### config.mk
export PLATFORM = sky130hd
export DESIGN_NAME = bcd_to_bin_seq_flat
export DESIGN_NICKNAME = d
export VERILOG_FILES = /design/src/rtl/bcd_to_bin_seq_pkg.sv /design/src/rtl/bcd_to_bin_seq_if.sv /design/src/rtl/bcd_digit_mac.sv /design/src/rtl/bcd_to_bin_seq.sv /design/src/flat_wrapper.sv
export SDC_FILE = /design/constraint.sdc
export NUM_CORES = 1
export LEC_CHECK = 0
export BUFFER_PORTS_ARGS = -buffer_cell sky130_fd_sc_hd__buf_2
export CORE_AREA = 10 10 83 103
export DETAILED_ROUTE_END_ITERATION = 10
export DIE_AREA = 0 0 93 113
export SETUP_SLACK_MARGIN = 0.2
export SLEW_MARGIN = 10
export SYNTH_ARGS = -nofsm -noshare
export SYNTH_HDL_FRONTEND = slang
export SYNTH_SLANG_ARGS = --single-unit
### constraint.sdc
create_clock -name i_clk -period 2.9 [get_ports i_clk]
set_input_delay 0.87 -clock i_clk [delete_from_list [all_inputs] [get_ports i_clk]]
set_output_delay 0.87 -clock i_clk [all_outputs]
set_load 0.05 [all_outputs]
### src/rtl/bcd_to_bin_seq_pkg.sv
// bcd_pkg: shared types and constants for the sequential BCD-to-binary converter.
//   state_t      - controller states (IDLE, CONV, DONE)
//   DIGIT_W      - bits per BCD digit
//   MAX_DIGIT    - largest legal BCD digit value
//   is_bad_digit - true when a nibble is not a legal BCD digit
package bcd_pkg;

  typedef enum logic [1:0] {
    IDLE,
    CONV,
    DONE
  } state_t;

  localparam int unsigned DIGIT_W   = 4;
  localparam logic [3:0]  MAX_DIGIT = 4'd9;

  function automatic logic is_bad_digit(input logic [DIGIT_W-1:0] d);
    return (d > MAX_DIGIT);
  endfunction

endpackage

### src/rtl/bcd_to_bin_seq_if.sv
// bcd_to_bin_seq_if: input and output valid/ready channels of the converter.
// Signal names are from the converter's point of view.
//   i_valid/o_ready/i_bcd - input word handshake (packed BCD, MS digit on top)
//   o_valid/i_ready/o_bin - result handshake
//   o_err                 - illegal-digit flag, qualified by o_valid
// Modports: slave = converter, master = upstream/downstream environment.
interface bcd_to_bin_seq_if #(
  parameter int NUM_DIGITS = 4,
  parameter int BIN_W      = 14
);
  logic                                 i_valid;
  logic                                 o_ready;
  logic [bcd_pkg::DIGIT_W*NUM_DIGITS-1:0] i_bcd;
  logic                                 o_valid;
  logic                                 i_ready;
  logic [BIN_W-1:0]                     o_bin;
  logic                                 o_err;

  modport slave (
    input  i_valid, i_bcd, i_ready,
    output o_ready, o_valid, o_bin, o_err
  );

  modport master (
    output i_valid, i_bcd, i_ready,
    input  o_ready, o_valid, o_bin, o_err
  );
endinterface

### src/rtl/bcd_digit_mac.sv
// bcd_digit_mac: combinational fold step o_acc = i_acc*10 + i_digit.
//   i_acc   - running accumulator (ACC_W bits)
//   i_digit - next BCD digit (not range-checked here)
//   o_acc   - result truncated to ACC_W bits
module bcd_digit_mac
  import bcd_pkg::*;
#(
  parameter int ACC_W = 18
) (
  input  logic [ACC_W-1:0]   i_acc,
  input  logic [DIGIT_W-1:0] i_digit,
  output logic [ACC_W-1:0]   o_acc
);
  // x10 as shift-and-add: 8x + 2x
  always_comb begin
    o_acc = (i_acc << 3) + (i_acc << 1) + ACC_W'(i_digit);
  end
endmodule

### src/rtl/bcd_to_bin_seq.sv
// bcd_to_bin_seq: sequential N-digit BCD-to-binary converter. Accepts a packed
// BCD word, folds one digit per clock (MS digit first) as acc = acc*10 + digit,
// then presents the binary result until the downstream takes it.
// Ports:
//   i_clk   - clock, rising edge
//   i_rst_n - asynchronous active-low reset
//   bus     - bcd_to_bin_seq_if.slave (input word and result handshakes)
// Build option: define BCD2BIN_DIGIT_CHECK_EN to compile in the per-digit range
// check driving o_err; otherwise o_err is constant 0.
module bcd_to_bin_seq
  import bcd_pkg::*;
#(
  parameter int NUM_DIGITS = 4,
  parameter int BIN_W      = 14
) (
  input  logic           i_clk,
  input  logic           i_rst_n,
  bcd_to_bin_seq_if.slave bus
);
  localparam int unsigned ACC_W  = BIN_W + 4;
  localparam int unsigned CNT_W  = $clog2(NUM_DIGITS) + 1;
  localparam int unsigned WORD_W = DIGIT_W * NUM_DIGITS;
  localparam logic [CNT_W-1:0] LAST_CNT = CNT_W'(NUM_DIGITS - 1);

  state_t             r_state;
  logic [WORD_W-1:0]  r_word;
  logic [ACC_W-1:0]   r_acc;
  logic [CNT_W-1:0]   r_cnt;
  logic               r_ready;
  logic               r_valid;
  logic [BIN_W-1:0]   r_bin;

  logic [DIGIT_W-1:0] w_digit;
  logic [ACC_W-1:0]   w_mac;

  // The captured word is shifted left one digit per fold, so the top nibble is
  // always digit[NUM_DIGITS-1-cnt]; this avoids a variable-index mux.
  assign w_digit = r_word[WORD_W-1 -: DIGIT_W];

  bcd_digit_mac #(
    .ACC_W (ACC_W)
  ) u_mac (
    .i_acc   (r_acc),
    .i_digit (w_digit),
    .o_acc   (w_mac)
  );

`ifdef BCD2BIN_DIGIT_CHECK_EN
  logic r_err;
  logic r_err_acc;
  logic w_bad;

  assign w_bad = is_bad_digit(w_digit);

  // Error is gathered during CONV and only published on entry to DONE so that
  // o_err moves together with o_bin.
  always_ff @(posedge i_clk or negedge i_rst_n) begin
    if (!i_rst_n) begin
      r_err     <= 1'b0;
      r_err_acc <= 1'b0;
    end else begin
      case (r_state)
        IDLE: begin
          if (bus.i_valid) begin
            r_err     <= 1'b0;
            r_err_acc <= 1'b0;
          end
        end
        CONV: begin
          r_err_acc <= r_err_acc | w_bad;
          if (r_cnt == LAST_CNT) begin
            r_err <= r_err_acc | w_bad;
          end
        end
        default: ;
      endcase
    end
  end

  assign bus.o_err = r_err;
`else
  assign bus.o_err = 1'b0;
`endif

  always_ff @(posedge i_clk or negedge i_rst_n) begin
    if (!i_rst_n) begin
      r_state <= IDLE;
      r_word  <= '0;
      r_acc   <= '0;
      r_cnt   <= '0;
      r_ready <= 1'b1;
      r_valid <= 1'b0;
      r_bin   <= '0;
    end else begin
      case (r_state)
        IDLE: begin
          if (bus.i_valid) begin
            r_word  <= bus.i_bcd;
            r_acc   <= '0;
            r_cnt   <= '0;
            r_ready <= 1'b0;
            r_state <= CONV;
          end
        end
        CONV: begin
          r_acc  <= w_mac;
          r_word <= r_word << DIGIT_W;
          r_cnt  <= r_cnt + 1'b1;
          if (r_cnt == LAST_CNT) begin
            r_bin   <= w_mac[BIN_W-1:0];
            r_valid <= 1'b1;
            r_state <= DONE;
          end
        end
        DONE: begin
          if (bus.i_ready) begin
            r_valid <= 1'b0;
            r_ready <= 1'b1;
            r_state <= IDLE;
          end
        end
        default: begin
          r_state <= IDLE;
          r_ready <= 1'b1;
          r_valid <= 1'b0;
        end
      endcase
    end
  end

  assign bus.o_ready = r_ready;
  assign bus.o_valid = r_valid;
  assign bus.o_bin   = r_bin;
endmodule

### src/flat_wrapper.sv
// flat-port wrapper written by rule: the top's interface ports become plain ports
module bcd_to_bin_seq_flat import bcd_pkg::*;
#(
  parameter int NUM_DIGITS = 4,
  parameter int BIN_W      = 14
)
  (i_clk, i_rst_n, bus_i_valid, bus_i_bcd, bus_i_ready, bus_o_ready, bus_o_valid, bus_o_bin, bus_o_err);
  bcd_to_bin_seq_if #(.NUM_DIGITS(NUM_DIGITS), .BIN_W(BIN_W)) bus_i ();
  input  logic i_clk;
  input  logic i_rst_n;
  input wire logic [$bits(bus_i.i_valid)-1:0] bus_i_valid;
  input wire logic [$bits(bus_i.i_bcd)-1:0] bus_i_bcd;
  input wire logic [$bits(bus_i.i_ready)-1:0] bus_i_ready;
  output wire logic [$bits(bus_i.o_ready)-1:0] bus_o_ready;
  output wire logic [$bits(bus_i.o_valid)-1:0] bus_o_valid;
  output wire logic [$bits(bus_i.o_bin)-1:0] bus_o_bin;
  output wire logic [$bits(bus_i.o_err)-1:0] bus_o_err;
  assign bus_i.i_valid = bus_i_valid;
  assign bus_i.i_bcd = bus_i_bcd;
  assign bus_i.i_ready = bus_i_ready;
  assign bus_o_ready = bus_i.o_ready;
  assign bus_o_valid = bus_i.o_valid;
  assign bus_o_bin = bus_i.o_bin;
  assign bus_o_err = bus_i.o_err;
  bcd_to_bin_seq #(.NUM_DIGITS(NUM_DIGITS), .BIN_W(BIN_W)) u_core (.i_clk(i_clk), .i_rst_n(i_rst_n), .bus(bus_i));
endmodule
* Yosys cells after proc, flatten, opt, wreduce, memory -nomap -nowiden
Cells that the tools add are included.
Operators by class: $lt $le $gt $ge 0, reductions and logical operators 7, divide/modulo/power cells 0, shift-type cells 0, $add $sub $neg 3, mux-type cells 16, eq/ne operators 6, bitwise operators 2, multiply operators 0
Operators with widths (count):
- $pmux 16 s2 | 1
- $pmux 13 s2 | 1
- $mux 16 | 1
- $add 14x14->14 | 1
- $add 14x4->14 | 1
- $mux 13 | 1
- $reduce_and 3->1 | 3
- $mux 2 | 3
- $pmux 1 s3 | 2
- $pmux 2 s3 | 1
- $pmux 3 s2 | 1
- $mux 1 | 4
- $ne 2x2->1 const B | 2
- $reduce_and 2->1 | 2
- $add 3x1->3 const B | 1
- $eq 3x2->1 const B | 1
- $mux 3 | 1
- $eq 2x1->1 const B | 1
- $eq 2x2->1 const B | 1
- $logic_not 2->1 | 1
- $ne 2x1->1 const B | 1
- $not 1->1 | 2
- $reduce_bool 2->1 | 1
Storage, ports and cells: memories kept 0, ROM bits 0, output and inout bits 17, register bits after elaboration 50, bits in latches 0, logic and storage cells 41, bits in writable memories 0, input bits 20

* Longest topological paths before layout
Gate-level depths: netlist (run 1).
depth after elaboration 3, gate-level depth with buffers 9, gate-level depth less buffers 9

* Modules after synthesis
From an unflattened synthesis (run 1), not the netlist that was laid out.
Second synthesis, totals: cells, all modules 302, area, all modules 3300.7 um^2
Modules (own cells, without submodules):
- bcd_to_bin_seq | sequential area each 1377.6 um^2, area an instance 2288.4 um^2, times used 1, cells each 178
- bcd_digit_mac | sequential area each 0.0 um^2, area an instance 1012.2 um^2, times used 1, cells each 124

* Worst setup path before layout (run 1)
No wires, ideal clock.
kind flip-flop to flip-flop, start point reg u_core.r_acc[0], end point reg u_core.r_bin[10] (netlist: u_core.bus.o_bin[10]), setup slack 536 ps, buffers on the path 0, library setup time 132 ps, data required time 2768 ps, arrival 2232 ps, clock period less this slack 2364 ps, cell stages (with the launch flop) 10, cells stage by stage dfrtp_1 > inv_1 > fa_1 > inv_1 > fa_1 > a21oi_2 > o2111ai_1 > a31oi_1 > xor2_1 > o21ai_0
On the way: word-level cells in the longest chain between the ends 2
Ends and longest elaborated chain:
- start, declared | line bcd_to_bin_seq.sv:27 | logic [ACC_W-1:0] r_acc;
- start signal, assigned | line bcd_to_bin_seq.sv:106 | r_acc <= w_mac;
- $add 14x14->14 | line bcd_digit_mac.sv:16 | o_acc = (i_acc << 3) + (i_acc << 1) + ACC_W'(i_digit);
- $add 14x4->14 | line bcd_digit_mac.sv:16
- end signal, assigned | line bcd_to_bin_seq.sv:110 | r_bin <= w_mac[BIN_W-1:0];
- end, declared | line bcd_to_bin_seq.sv:31 | logic [BIN_W-1:0] r_bin;
No other way between the ends. A chain may end at the register's enable or synchronous reset.

* Final worst setup path (run 1)
start point reg u_core.r_acc[0], end point reg u_core.r_bin[12] (netlist: u_core.bus.o_bin[12])
Same word-level chain as after synthesis.

==> impl_metrics.json, run 1 <==
{
  "synth_warnings": 0,
  "p_clk_share_pct": 11.7,
  "fp.coreArea_um2": 6520,
  "cp.arrival_ns": 2.65,
  "insertedDiodeCount": 0,
  "synth-edff-count": 0,
  "p_sw_mw": 2.06,
  "synthSimpleGateAreaFrac_pct": 12.3,
  "synth_compound_area_share_pct": 21.7,
  "multiInputGateArea_um2": 1550,
  "slew_headroom_pct": 60.2,
  "synth_top_family_by_area": "compound AO/OA/AOI/OAI gates",
  "cts_tree": "yes",
  "seqCellArea_um2": 1250,
  "final_nets": 367,
  "vias_per_cell": 5.41,
  "cts-buffers-inserted": 5,
  "fmax_ghz": 0.404,
  "gr-usage-met2_pct": 21.9,
  "syn_nets": 333,
  "seq_power_share_pct": 27.7,
  "postCtsHoldBufs": 0,
  "hold_viol": 0,
  "r2r_slack_ns": 0.43,
  "fillers": 663,
  "ys_types": 52,
  "io_pins": 37,
  "hold_start": "u_core.bus.o_bin[12]",
  "timing.rr.end": "u_core.bus.o_bin[12]",
  "critPathKind": "reg2reg",
  "endpoint_kind": "register",
  "postRouteAntennaNets": 0,
  "fp.dieW_um": 93,
  "die_h_um": 113,
  "finalMaxSlewViolations": 0,
  "antenna_found_initial": 0,
  "drt_iter0_markers": 91,
  "yosysSeqAreaShare_pct": 43.0,
  "finalCritPeriodShare_pct": 85.3,
  "place_area_um2": 3170,
  "crit_path_start_kind": "register",
  "synth_area_um2": 2910,
  "whs_path_depth": 2,
  "drv_cap": 0,
  "clk_pin_slew_worst_paths_ns": 0.09,
  "tns_ns": 0,
  "worstPathMaxFanout": 4,
  "period_minus_slack_ns": 2.47,
  "drc_errors": 0,
  "layout_commonest_cell": "dfrtp_1",
  "p_per_area_nw_per_um2": 1330,
  "syn_avg_cell_area_um2": 10.1,
  "cts-root-buf": "clkbuf_8",
  "grt.met1_usage_pct": 15.3,
  "cp.required_ns": 3.08,
  "mostFrequentLayoutCells": "49 x dfrtp_1, 35 x buf_2, 30 x o21ai_0",
  "hp-class": "reg2reg",
  "die-area_um2": 10500,
  "synth.area.mux_share_pct": 3.44,
  "dr_total_vias": 2214,
  "skew_ns": 0.00882,
  "area_delta_synth_final_pct": 13.5,
  "cellLeakagePower_nw": 1.58,
  "routabilityCongestion": 0.814,
  "gr-usage-met3_pct": 3.77,
  "final_core_util_pct": 50.7,
  "dr.pass1.iters": 5,
  "pwr-share-comb_pct": 60.6,
  "hpwl_mm": 4.64,
  "rsz0062_at_grt": "no",
  "grt_overflow": 0,
  "synth_adder_area_share_pct": 11.7,
  "async_flop_share_pct": 100,
  "irDropWorstVdd_v": 0.000431,
  "start_util_pct": 44.6,
  "wl_per_cell_um": 15.5,
  "ys_ff_latch": 50,
  "switching_share_pct": 46.8,
  "synthXorXnorAreaFrac_pct": 3.78,
  "cts_max_level": 2,
  "reg2reg_from": "u_core.r_acc[0]",
  "rows": 33,
  "routed_wirelength_mm": 6.34,
  "clockBufferDepth": 2,
  "io_buffers": 35,
  "r2r_cells": 9,
  "ys.flop_type": "dfrtp_1",
  "status": "complete, no violations",
  "clock_latency_ns": 0.30,
  "stdcell_area_um2": 3310,
  "worstHoldEndpoint": "u_core.bus.o_bin[12]",
  "grt-busiest-layer": "met2",
  "grt_pass1_wl_mm": 11.2,
  "worst_pin_slew_ns": 0.598,
  "crit_start": "u_core.r_acc[0]",
  "syn_inst": 287,
  "setup_viol": 0,
  "clock-sinks": 50,
  "grt_pass1_vias": 2262,
  "power.internal_mw": 2.35,
  "grt_use_total_pct": 12.8,
  "drive_above_1_share_pct": 22.0,
  "grt_start_max_net_pins": 27
}
-- sequential cells by signal (all words and copies together), names as in the netlist --
| name | count |
|---|---|
| u_core.r_word | 16 |
| u_core.bus.o_bin | 14 |
| u_core.r_acc | 13 |
| u_core.r_cnt | 3 |
| u_core.r_state | 2 |
| u_core.bus.o_ready | 1 |
| u_core.bus.o_valid | 1 |
-- critical path, stage by stage (launching register included) --
cell	delay [ns]
dfrtp_1	0.37
inv_1	0.07
fa_1	0.53
inv_1	0.07
fa_2	0.41
a21oi_2	0.21
o211ai_1	0.13
a41oi_1	0.29
xnor2_1	0.18
o21ai_0	0.10
-- cell usage after synthesis, types with 8 or more instances --
master	instances	area (um^2)
dfrtp_1	49	1230
o21ai_0	30	150
a21oi_1	25	125
ha_1	24	300
nand2_1	21	78.8
nor2b_1	17	106
a22oi_1	11	82.6
clkbuf_1	10	37.5
inv_1	9	33.8
a22o_1	8	70.1
mux2_2	8	90.1
nor2_1	8	30.0
xnor2_1	8	70.1
-- cells by family (layout without fill, tap and decap cells) --
| family | count (synthesis) | after routing |
|---|---|---|
| other | 1 | 1 |
| AOI/OAI and AO/OA | 97 | 97 |
| muxes | 9 | 9 |
| DFF | 50 | 50 |
| adders and majority gates | 26 | 26 |
| and+or+nand+nor | 68 | 68 |
| buffers and inverters | 25 | 60 |
| xor gates and xnor gates | 11 | 11 |
-- final cells by class --
type                            count  share of cell area, %
Clock inverter                      1                  0.908
Timing Repair Buffer               43                   7.49
Tap cell                           87                   3.29
Inverter                            9                   1.02
Clock buffer                        7                   2.61
Sequential cell                    50                   37.9
Multi-Input combinational cell    212                   46.8
-- power groups by stage --
stage,Sequential (mW),Clock (mW),Combinational (mW)
2_1_floorplan,1.55,0,1.76
5_1_grt,1.27,0.564,2.98
6_report,1.22,0.514,2.67
4_1_cts,1.23,0.533,2.69
3_3_place_gp,1.23,0,2.66
3_5_place_dp,1.24,0,2.69
-- timing repair --
item,in CTS,in global routing
resized for setup,0,1
setup buffers,0,2
endpoints found under the setup margin,0,2
hold endpoints to repair,0,0
-- routing by layer --
| layer | wire [um] | vias to the layer above | part of all wire (%) |
|---|---|---|---|
| met5 | 0 | - | 0 |
| met4 | 52 | 0 | 0.82 |
| met3 | 294 | 6 | 4.6 |
| met2 | 3190 | 45 | 50 |
| met1 | 2800 | 1066 | 44 |
| li1 | - | 1097 | - |
-- worst max-delay path by stage --
stage,cells after the start,slack [ns],endpoint
2_1_floorplan,9,0.54,u_core.bus.o_bin[10]
6_report,9,0.43,u_core.bus.o_bin[12]
4_1_cts,9,0.33,u_core.bus.o_bin[12]
5_1_grt,9,0.26,u_core.r_acc[10]
3_3_place_gp,9,0.39,u_core.r_acc[12]
3_5_place_dp,9,0.35,u_core.bus.o_bin[12]
-- through the flow --
step / worst slack (ns) / instances / hold WS, ns / power (mW)
5_1_grt: 0.256 / 409 / 0.523 / 4.82
3_3_place_gp: 0.385 / 399 / 0.457 / 3.89
6_report: 0.426 / 409 / 0.479 / 4.41
4_1_cts: 0.326 / 407 / 0.490 / 4.45
3_5_place_dp: 0.349 / 399 / 0.470 / 3.92
2_1_floorplan: 0.536 / 287 / 0.450 / 3.31
(Power assumes the default switching activity.)
==> run 2, diff against run 1 <==
- clock period: 2.9 -> 2.75 ns (I/O delays scaled with it)
==> run 2 against run 1 <==
Against the previous run:
- die area unchanged
- flip-flop and latch count unchanged
- clock skew increased by 0.0031 ns
- cell count unchanged
- critical path depth unchanged
- via count decreased by 1.4%
- worst hold slack improved by 0.0042 ns
- sequential share of layout area increased by 0.17 points
- wire length increased by 1.8%
- design area decreased by 0.45%
- critical endpoint is now u_core.bus.o_bin[11]
==> impl_metrics.json, run 2 (synthesized netlist as in run 1, its figures left out) <==
{
  "status": "complete, no violations",
  "layoutNonFillerInstCount": 409,
  "grt-busiest-layer": "met2",
  "worstPathMaxFanout": 4,
  "stdcell_area_um2": 3290,
  "grt_overflow": 0,
  "endpoint_kind": "register",
  "cellLeakagePower_nw": 1.56,
  "clk_pin_slew_worst_paths_ns": 0.10,
  "hpwl_mm": 4.67,
  "routed_wirelength_mm": 6.45,
  "postRouteAntennaNets": 0,
  "period_minus_slack_ns": 2.42,
  "crit_path_start_kind": "register",
  "setup_viol": 0,
  "cp.arrival_ns": 2.66,
  "cp.required_ns": 3.00,
  "top_register": "u_core.r_word",
  "io_pins": 37,
  "drc_errors": 0,
  "largest_reg_flops": 16,
  "cts-buffers-inserted": 5,
  "wl_per_cell_um": 15.8,
  "hold_viol": 0,
  "vias_per_cell": 5.34,
  "cts_max_level": 2,
  "irDropWorstVdd_v": 0.000432,
  "fmax_ghz": 0.414,
  "clock_latency_ns": 0.31,
  "layout_commonest_cell": "dfrtp_1",
  "area_delta_synth_final_pct": 13.0,
  "power_mw": 4.58,
  "seqCellArea_um2": 1250,
  "cts_tree": "yes",
  "grt_start_max_net_pins": 27,
  "critPathKind": "reg2reg",
  "drive_above_1_share_pct": 23.0,
  "mostFrequentLayoutCells": "49 x dfrtp_1, 35 x buf_2, 28 x o21ai_0",
  "routabilityCongestion": 0.811,
  "postCtsHoldBufs": 0,
  "grt_use_total_pct": 12.9,
  "gr-usage-met2_pct": 22.2,
  "grt.met1_usage_pct": 15.2,
  "gr-usage-met3_pct": 3.64,
  "grt_pass1_wl_mm": 11.3,
  "skew_ns": 0.0120,
  "r2r_cells": 9,
  "dr_total_vias": 2183,
  "tns_ns": 0,
  "fp.dieW_um": 93,
  "worst_pin_slew_ns": 0.587,
  "hold_ws_ns": 0.483,
  "clockBufferDepth": 2,
  "fillers": 637,
  "pre_cts_ws_ns": 0.209,
  "whs_path_depth": 2,
  "rows": 33,
  "place_area_um2": 3170,
  "cts-root-buf": "clkbuf_8",
  "die-area_um2": 10500,
  "finalCritPeriodShare_pct": 87.8,
  "clock-sinks": 50,
  "final_nets": 367,
  "slew_headroom_pct": 60.8,
  "dr.pass1.iters": 4,
  "io_buffers": 35,
  "die_h_um": 113,
  "p_per_area_nw_per_um2": 1390,
  "grt_pass1_vias": 2321,
  "insertedDiodeCount": 0,
  "hp-class": "reg2reg",
  "timing.final.ws_setup_ns": 0.334,
  "start_util_pct": 44.6,
  "fp.coreArea_um2": 6520,
  "dp_cells": 399,
  "final_core_util_pct": 50.5,
  "antenna_found_initial": 0,
  "multiInputGateArea_um2": 1570,
  "rsz0062_at_grt": "no",
  "finalMaxSlewViolations": 0,
  "drt_iter0_markers": 60,
  "drv_cap": 0
}
[run 2: cell type report]
| type | count | share of cell area, % |
|---|---|---|
| clock buffers | 6 | 2.20 |
| clock inverters | 2 | 0.304 |
| inverters | 9 | 1.03 |
| multi-input cells | 212 | 47.6 |
| flip-flops and latches | 50 | 38.0 |
| well taps | 87 | 3.31 |
| repair buffers | 43 | 7.53 |
[run 2: power by group]
part | leakage, nW | internal, mW | switching (mW)
clock network | 0.0450 | 0.177 | 0.249
registers | 0.633 | 1.07 | 0.220
logic | 0.887 | 1.12 | 1.74
[run 2: final timing paths]
path,slack [ns],endpoint,startpoint
min,0.48,u_core.bus.o_bin[4],u_core.bus.o_bin[4]
max in group asynchronous,1.61,u_core.bus.o_ready,i_rst_n
min in group asynchronous,0.51,u_core.bus.o_bin[2],i_rst_n
max,0.33,u_core.bus.o_bin[11],u_core.r_acc[0]
min reg2reg,0.48,u_core.bus.o_bin[4],u_core.bus.o_bin[4]
max reg2reg,0.33,u_core.bus.o_bin[11],u_core.r_acc[0]
[run 2: worst max-delay path: stages, from the launching register on]
cell,delay [ns]
dfrtp_1,0.39
inv_2,0.05
fa_1,0.52
inv_1,0.07
ha_1,0.32
a211oi_2,0.09
o21ai_2,0.23
nand4_1,0.21
or3_1,0.38
nand3_1,0.08
[run 2: per-layer routing]
layer	share of wire, %	routed length [um]
met5	0	0
met3	4.0	261
met1	45	2920
met4	0.98	63
met2	50	3210
[run 2: timing repair]
action                                  in CTS  in global routing
endpoints found under the hold margin        0                  0
buffers inserted                             0                  2
gates resized for setup                      1                  6
endpoints found under the setup margin       2                 11
pin swaps                                    0                  6
